<file path="config.mk">
export PLATFORM = sky130hd
export DESIGN_NAME = instr_encoder
export DESIGN_NICKNAME = d
export VERILOG_FILES = /design/src/rtl/instr_encoder.sv
export SDC_FILE = /design/constraint.sdc
export NUM_CORES = 1
export LEC_CHECK = 0
export BUFFER_PORTS_ARGS = -buffer_cell sky130_fd_sc_hd__clkbuf_2
export CORE_AREA = 8 8 153 155
export DETAILED_ROUTE_END_ITERATION = 6
export DIE_AREA = 0 0 161 163
export PLACE_DENSITY_LB_ADDON = 0.25
export SYNTH_ARGS = -nofsm -noshare
export SYNTH_HDL_FRONTEND = slang
export SYNTH_SLANG_ARGS = --single-unit
</file>
<file path="constraint.sdc">
create_clock -name clk -period 5.4 [get_ports clk]
set_input_delay 0.81 -clock clk [delete_from_list [all_inputs] [get_ports clk]]
set_output_delay 0.81 -clock clk [all_outputs]
set_load 0.01 [all_outputs]
</file>
<file path="src/rtl/instr_encoder.sv">
`default_nettype none
// ============================================================================
// Module      : instr_encoder
// Description : Serialises one decoded Y86-64 instruction per handshake into
//               its byte encoding, one instruction-memory write per cycle.
//               Optional macro INSTR_ENCODER_FUNC_CHECK_EN adds ifun/register
//               legality checks on top of the icode check.
// Revision    : 1.0 - initial release
// ============================================================================
module instr_encoder #(
    parameter int                ADDR_W     = 64,
    parameter logic [ADDR_W-1:0] RESET_ADDR = '0
) (
    input  logic              clk,
    input  logic              rst_n,
    input  logic              addr_load,
    input  logic [ADDR_W-1:0] addr_in,
    input  logic              in_valid,
    output logic              in_ready,
    input  logic [3:0]        icode,
    input  logic [3:0]        ifun,
    input  logic [3:0]        rA,
    input  logic [3:0]        rB,
    input  logic [63:0]       valC,
    output logic              mem_we,
    output logic [ADDR_W-1:0] mem_addr,
    output logic [7:0]        mem_wdata,
    output logic              done,
    output logic              err,
    output logic [ADDR_W-1:0] wr_ptr
);

    typedef enum logic [0:0] {
        S_IDLE = 1'b0,
        S_EMIT = 1'b1
    } state_t;

    state_t            state_q, state_d;
    logic [ADDR_W-1:0] wr_ptr_q, wr_ptr_d;
    logic [ADDR_W-1:0] mem_addr_q, mem_addr_d;
    logic [3:0]        idx_q, idx_d;
    logic [3:0]        len_q, len_d;
    logic [79:0]       buf_q, buf_d;
    logic              mem_we_q, mem_we_d;
    logic [7:0]        mem_wdata_q, mem_wdata_d;
    logic              done_q, done_d;
    logic              err_q, err_d;

    logic [3:0]        w_ra;
    logic [3:0]        w_rb;
    logic [7:0]        w_b0;
    logic [7:0]        w_b1;
    logic [3:0]        w_len;
    logic [79:0]       w_bytes;
    logic              w_bad;
    logic [ADDR_W-1:0] w_start;
    logic [3:0]        w_next_idx;

    // Decode the presented fields into a full little-endian byte image.
    always_comb begin
        w_ra = rA;
        w_rb = rB;
        if (icode == 4'h3) begin
            w_ra = 4'hF;
        end
        if ((icode == 4'hA) || (icode == 4'hB)) begin
            w_rb = 4'hF;
        end
        w_b0  = {icode, ifun};
        w_b1  = {w_ra, w_rb};
        w_bad = 1'b0;
        case (icode)
            4'h0, 4'h1, 4'h9: begin
                w_len   = 4'd1;
                w_bytes = {72'h0, w_b0};
            end
            4'h2, 4'h6, 4'hA, 4'hB: begin
                w_len   = 4'd2;
                w_bytes = {64'h0, w_b1, w_b0};
            end
            4'h7, 4'h8: begin
                w_len   = 4'd9;
                w_bytes = {8'h0, valC, w_b0};
            end
            4'h3, 4'h4, 4'h5: begin
                w_len   = 4'd10;
                w_bytes = {valC, w_b1, w_b0};
            end
            default: begin
                w_len   = 4'd1;
                w_bytes = '0;
                w_bad   = 1'b1;
            end
        endcase
`ifdef INSTR_ENCODER_FUNC_CHECK_EN
        case (icode)
            4'h2, 4'h7: if (ifun > 4'h6)  w_bad = 1'b1;
            4'h6:       if (ifun > 4'h3)  w_bad = 1'b1;
            default:    if (ifun != 4'h0) w_bad = 1'b1;
        endcase
        if ((icode inside {4'h2, 4'h4, 4'h5, 4'h6, 4'hA, 4'hB}) && (rA == 4'hF)) begin
            w_bad = 1'b1;
        end
        if ((icode inside {4'h2, 4'h4, 4'h5, 4'h6}) && (rB == 4'hF)) begin
            w_bad = 1'b1;
        end
`endif
    end

    always_comb begin
        state_d     = state_q;
        wr_ptr_d    = wr_ptr_q;
        idx_d       = idx_q;
        len_d       = len_q;
        buf_d       = buf_q;
        mem_we_d    = 1'b0;
        mem_addr_d  = mem_addr_q;
        mem_wdata_d = mem_wdata_q;
        done_d      = 1'b0;
        err_d       = 1'b0;
        w_start     = addr_load ? addr_in : wr_ptr_q;
        w_next_idx  = idx_q + 4'd1;
        case (state_q)
            S_IDLE: begin
                if (addr_load) begin
                    wr_ptr_d = addr_in;
                end
                if (in_valid) begin
                    if (w_bad) begin
                        err_d = 1'b1;
                    end else begin
                        // Byte 0 is registered on the accept edge itself.
                        state_d     = S_EMIT;
                        idx_d       = 4'd0;
                        len_d       = w_len;
                        buf_d       = w_bytes;
                        mem_we_d    = 1'b1;
                        mem_addr_d  = w_start;
                        mem_wdata_d = w_bytes[7:0];
                        done_d      = (w_len == 4'd1);
                    end
                end
            end
            S_EMIT: begin
                wr_ptr_d = wr_ptr_q + ADDR_W'(1);
                if (w_next_idx == len_q) begin
                    state_d = S_IDLE;
                end else begin
                    idx_d       = w_next_idx;
                    mem_we_d    = 1'b1;
                    mem_addr_d  = wr_ptr_q + ADDR_W'(1);
                    mem_wdata_d = buf_q[{w_next_idx, 3'b000} +: 8];
                    done_d      = ((w_next_idx + 4'd1) == len_q);
                end
            end
            default: begin
                state_d = S_IDLE;
            end
        endcase
    end

    always_ff @(posedge clk or negedge rst_n) begin
        if (!rst_n) begin
            state_q     <= S_IDLE;
            wr_ptr_q    <= RESET_ADDR;
            mem_addr_q  <= '0;
            idx_q       <= 4'd0;
            len_q       <= 4'd0;
            buf_q       <= '0;
            mem_we_q    <= 1'b0;
            mem_wdata_q <= 8'h00;
            done_q      <= 1'b0;
            err_q       <= 1'b0;
        end else begin
            state_q     <= state_d;
            wr_ptr_q    <= wr_ptr_d;
            mem_addr_q  <= mem_addr_d;
            idx_q       <= idx_d;
            len_q       <= len_d;
            buf_q       <= buf_d;
            mem_we_q    <= mem_we_d;
            mem_wdata_q <= mem_wdata_d;
            done_q      <= done_d;
            err_q       <= err_d;
        end
    end

    assign in_ready  = (state_q == S_IDLE);
    assign mem_we    = mem_we_q;
    assign mem_addr  = mem_addr_q;
    assign mem_wdata = mem_wdata_q;
    assign done      = done_q;
    assign err       = err_q;
    assign wr_ptr    = wr_ptr_q;

endmodule
`default_nettype wire

</file>
**Word level (Yosys, flattened, before mapping)**

Index checks and enable logic that the tools add are counted.

- Register bits after elaboration: 227
- Bits in latches: 0
- Memory bits (writable): 0
- Memory bits (read-only): 0
- Output and inout port bits: 140
- Logic and storage cells: 69
- Memories kept: 0

- Add/sub/neg operators: 3
- Multiply operators: 0
- Div/mod/pow operators: 0
- Magnitude comparators: 0
- Equal/unequal tests: 17
- Shift-type cells: 1
- Multiplexer cells: 29
- Bitwise operators: 1
- Reduce and logical (&&, ||, !) cells: 9

Operators by type and width:

| operator | count |
|---|---|
| $pmux W80 S4 | 1 |
| $mux W64 | 4 |
| $pmux W64 S2 | 2 |
| $shiftx A80 B8 Y8 | 1 |
| $add A64 B1 Y64 const B | 1 |
| $mux W8 | 3 |
| $mux W4 | 5 |
| $eq A4 B3 Y1 const B | 4 |
| $eq A4 B4 Y1 const B | 4 |
| $pmux W8 S2 | 1 |
| $pmux W4 S3 | 1 |
| $reduce_or A12 Y1 | 1 |
| $mux W1 | 9 |
| $add A4 B1 Y4 const B | 2 |
| $eq A4 B1 Y1 const B | 2 |
| $eq A4 B2 Y1 const B | 2 |
| $eq A4 B4 Y1 | 2 |
| $pmux W4 S2 | 1 |
| $ne A2 B2 Y1 const B | 3 |
| $reduce_and A3 Y1 | 2 |
| $reduce_or A3 Y1 | 2 |
| $logic_not A4 Y1 | 1 |
| $pmux W1 S2 | 2 |
| $reduce_or A4 Y1 | 1 |
| other kinds (3) | 3 |

**Depth between registers and ports, before layout**

- Depth in word-level cells: 7
- Depth in mapped cells: 15

**Worst setup path after synthesis**

Ideal clock, no wire load.

- Path type: reg-to-reg
- From: register idx_q[0]
- To: register mem_addr_q[10], in the netlist mem_addr[10]
- Library setup time: 0.125 ns
- Arrival: 2.942 ns
- Setup slack: 2.334 ns
- Cell stages (with the launch flop): 14
- Path buffers: 5
- Cell sequence: dfrtp_1 -> buf_2 -> buf_2 -> clkbuf_1 -> inv_1 -> ha_1 -> xor2_1 -> a21o_1 -> and2_1 -> and2_1 -> buf_2 -> inv_2 -> buf_2 -> mux2_2

- Word-level cells in the longest chain between the ends: 4

RTL lines:

| element | line | RTL |
|---|---|---|
| start: declaration | 41 | `logic [3:0] idx_q, idx_d;` |
| start signal: assignment | 178 | `idx_q <= idx_d;` |
| $add A4 B1 Y4 | 122 | `w_next_idx = idx_q + 4'd1;` |
| $eq A4 B4 Y1 | 146 | `if (w_next_idx == len_q) begin` |
| $ne A2 B2 Y1 (no line) | -- |  |
| $reduce_and A3 Y1 (no line) | -- |  |
| end signal: assignment | 177 | `mem_addr_q <= mem_addr_d;` |
| end: declaration | 40 | `logic [ADDR_W-1:0] mem_addr_q, mem_addr_d;` |

No other way between the ends.
A chain may end at the register's enable or synchronous reset.

**Worst setup path after layout**

- From: register idx_q[0]
- To: register mem_addr_q[20], in the netlist mem_addr[20]

The elaborated chain is that of the path after synthesis.

==> flow_metrics.env <==
export IMPL_relSlewSlack_pct=30.4
export IMPL_ctsHoldBuffers=0
export IMPL_grt_max_degree=137
export IMPL_fin_hold_ws_ns=0.383
export IMPL_synth_seq_area_share_pct=46.6
export IMPL_synth_fp_nets=1417
export IMPL_synth_edf_count=0
export IMPL_yosysWarnings=0
export IMPL_ys_ff_latch=226
export IMPL_period_needed_ns=3.53
export IMPL_drive_above_1_share_pct=28.0
export IMPL_die_w_um=161
export IMPL_crit_top_cell="and2_1"
export IMPL_p_leak_nw=6.50
export IMPL_synthArstFlopShare_pct=100
export IMPL_hold_path_class="in -> async"
export IMPL_drt_total_wl_um=37900
export IMPL_yosysTopAreaCellShare_pct=46.6
export IMPL_antenna_left=0
export IMPL_slew_viol_final=0
export IMPL_cts_root_buffer="clkbuf_16"
export IMPL_finalHoldViolations=0
export IMPL_r2r_slack_ns=1.87
export IMPL_grt_use_met1_pct=38.7
export IMPL_core_sq_um=20800
export IMPL_synth_area_leader_cell="dfrtp_1"
export IMPL_multiInputGateArea_sq_um=6100
export IMPL_finalPower_mw=9.18
export IMPL_overflow=0
export IMPL_post_cts_setup_buffers=0
export IMPL_syn_inst=1266
export IMPL_final_setup_skew_ns=0.0160
export IMPL_cp_start_kind="flop"
export IMPL_cp_arrival_ns=3.93
export IMPL_max_cap_violations=0
export IMPL_h_tree_depth=1
export IMPL_fin_cells=1792
export IMPL_numClockSinks=226
export IMPL_crit_buf_inv=3
export IMPL_path_clk_slew_ns=0.06
export IMPL_cts_tree="yes"
export IMPL_final_cell_mix="285 x clkbuf_2, 225 x dfrtp_1, 163 x nor2_1"
export IMPL_worst_pin_slew_ns=1.04
export IMPL_max_stage_delay_ns=0.80
export IMPL_die_y_um=163
export IMPL_fillCellCount=1636
export IMPL_vdd_drop_max_mv=0.380
export IMPL_layout_nets=1651
export IMPL_dr_total_vias=11109
export IMPL_grt_first_pass_wirelength_um=60300
export IMPL_crit_fanout=47
export IMPL_syn_area_sq_um=12100
export IMPL_post_drt_wl_per_cell_um=21.2
export IMPL_syn_to_final_growth_pct=19.4
export IMPL_rows=53
export IMPL_worst_endpoint_required_ns=5.80
export IMPL_antenna_found_initial=1
export IMPL_postSynthAreaPerCell_sq_um=9.59
export IMPL_rsz0062_at_grt="no"
export IMPL_use_met2_pct=43.5
export IMPL_grt_pass1_vias=11029
export IMPL_cts_resized=0
export IMPL_end_kind="flop"
export IMPL_drc_errors=0
export IMPL_crit_type="reg -> reg"
export IMPL_mostFrequentLayoutCell="clkbuf_2"
export IMPL_dp_final_hpwl_um=27200
export IMPL_p_per_area_nw_per_um2=633
export IMPL_via_per_inst=6.20
export IMPL_grtUsageMet3_pct=6.65
export IMPL_clkLatencyLatePin_ns=0.53
export IMPL_status="completed"
export IMPL_drt_iter0_drc=1222
export IMPL_initial_core_util_pct=58.3
export IMPL_setup_violations_final=0
export IMPL_tns_ns=0
export IMPL_ys_flop_type="dfrtp_1"
export IMPL_first_pass_iters=5
export IMPL_timing_final_crit_share_pct=65.4
export IMPL_fin_ws_ns=1.87
export IMPL_path_cells="inv_1, ha_1, xor2_1, a21o_1, and2_1, and2_1, clkinv_2, buf_4, mux2_2"
export IMPL_placedCellCount=1749
export IMPL_cts_made_buffers=24
export IMPL_synthTopCellsByArea="dfrtp_1 47%, nor2_1 5.1%, mux2_2 4.9%"
export IMPL_ioPinCount=288
export IMPL_die_area_sq_um=26200
export IMPL_crit_slowest_cell="dfrtp_1"
export IMPL_portBuffers=287
export IMPL_gp_congestion=0.895
export IMPL_place_ws_ns=1.87
export IMPL_fmax_mhz=283
export IMPL_cts_buffer_depth=3
export IMPL_grt_util_all_layers_pct=28.2
export IMPL_ys_types=55
export IMPL_grt_busiest_layer="met2"
export IMPL_regArea_sq_um=5660
export IMPL_crit_family="buffers and inverters"
## final cells by class
| class | count | share of cell area (%) |
|---|---|---|
| repair buffers | 301 | 10.7 |
| inverters | 16 | 0.423 |
| flip-flops and latches | 226 | 39.0 |
| well taps | 275 | 2.37 |
| clock buffers | 36 | 4.87 |
| diodes | 1 | 0.0173 |
| clock inverters | 6 | 0.483 |
| multi-input cells | 931 | 42.1 |
## cells in the mapped netlist, types with 36 or more instances
cell type  count
dfrtp_1      226
nor2_1       164
nand2_1      145
clkbuf_1      74
a221oi_1      60
nand3_1       54
mux2_2        53
a21oi_1       51
a211oi_1      45
nor2b_1       45
nand4_1       36
## registers in the layout, indices dropped and copies added, names as in the netlist
signal and flops:
buf_q 80, done 1, err 1, idx_q 4, len_q 3, mem_addr 64, mem_wdata 8, mem_we 1
wr_ptr 64
## path summary, 6_finish.rpt
path	startpoint	to	cells after the start
max	idx_q[0]	mem_addr[20]	9
min	rst_n	buf_q[25]	1
max reg2reg	idx_q[0]	mem_addr[20]	9
min reg2reg	buf_q[79]	buf_q[79]	2
max in group asynchronous	rst_n	mem_we	2
min in group clk	buf_q[79]	buf_q[79]	2
## power breakdown
part           total (mW)  internal (mW)  switching, mW  leakage [nW]
clock network        1.62          0.950          0.672         0.383
registers            3.36           2.53          0.834          2.65
logic                4.19           1.87           2.32          3.46
total                9.18           5.35           3.83          6.50
## layer usage
| metal | up-vias | routed length, um |
|---|---|---|
| met1 | 5442 | 16000 |
| met3 | 82 | 3320 |
| li1 | 5102 | - |
| met4 | 0 | 1210 |
| met5 | - | 0 |
| met2 | 483 | 17400 |
## per-stage QoR
stage | cell area (sq um) | utilization (%)
after global placement | 13700 | 65.9
after detailed placement | 13700 | 65.9
after CTS | 14500 | 69.6
after global routing | 14500 | 69.6
final | 14500 | 69.6
after floorplan | 12100 | -
## kinds of logic after synthesis
kind of cell               synth area share (%)
adders and majority gates                 0.309
muxes                                      10.2
xor gates and xnor gates                   3.75
DFF                                        46.6
buffers and inverters                      3.51
and+or+nand+nor                            21.5
AOI/OAI and AO/OA                          14.2
No activity file was read; power rests on OpenSTA's default activity.
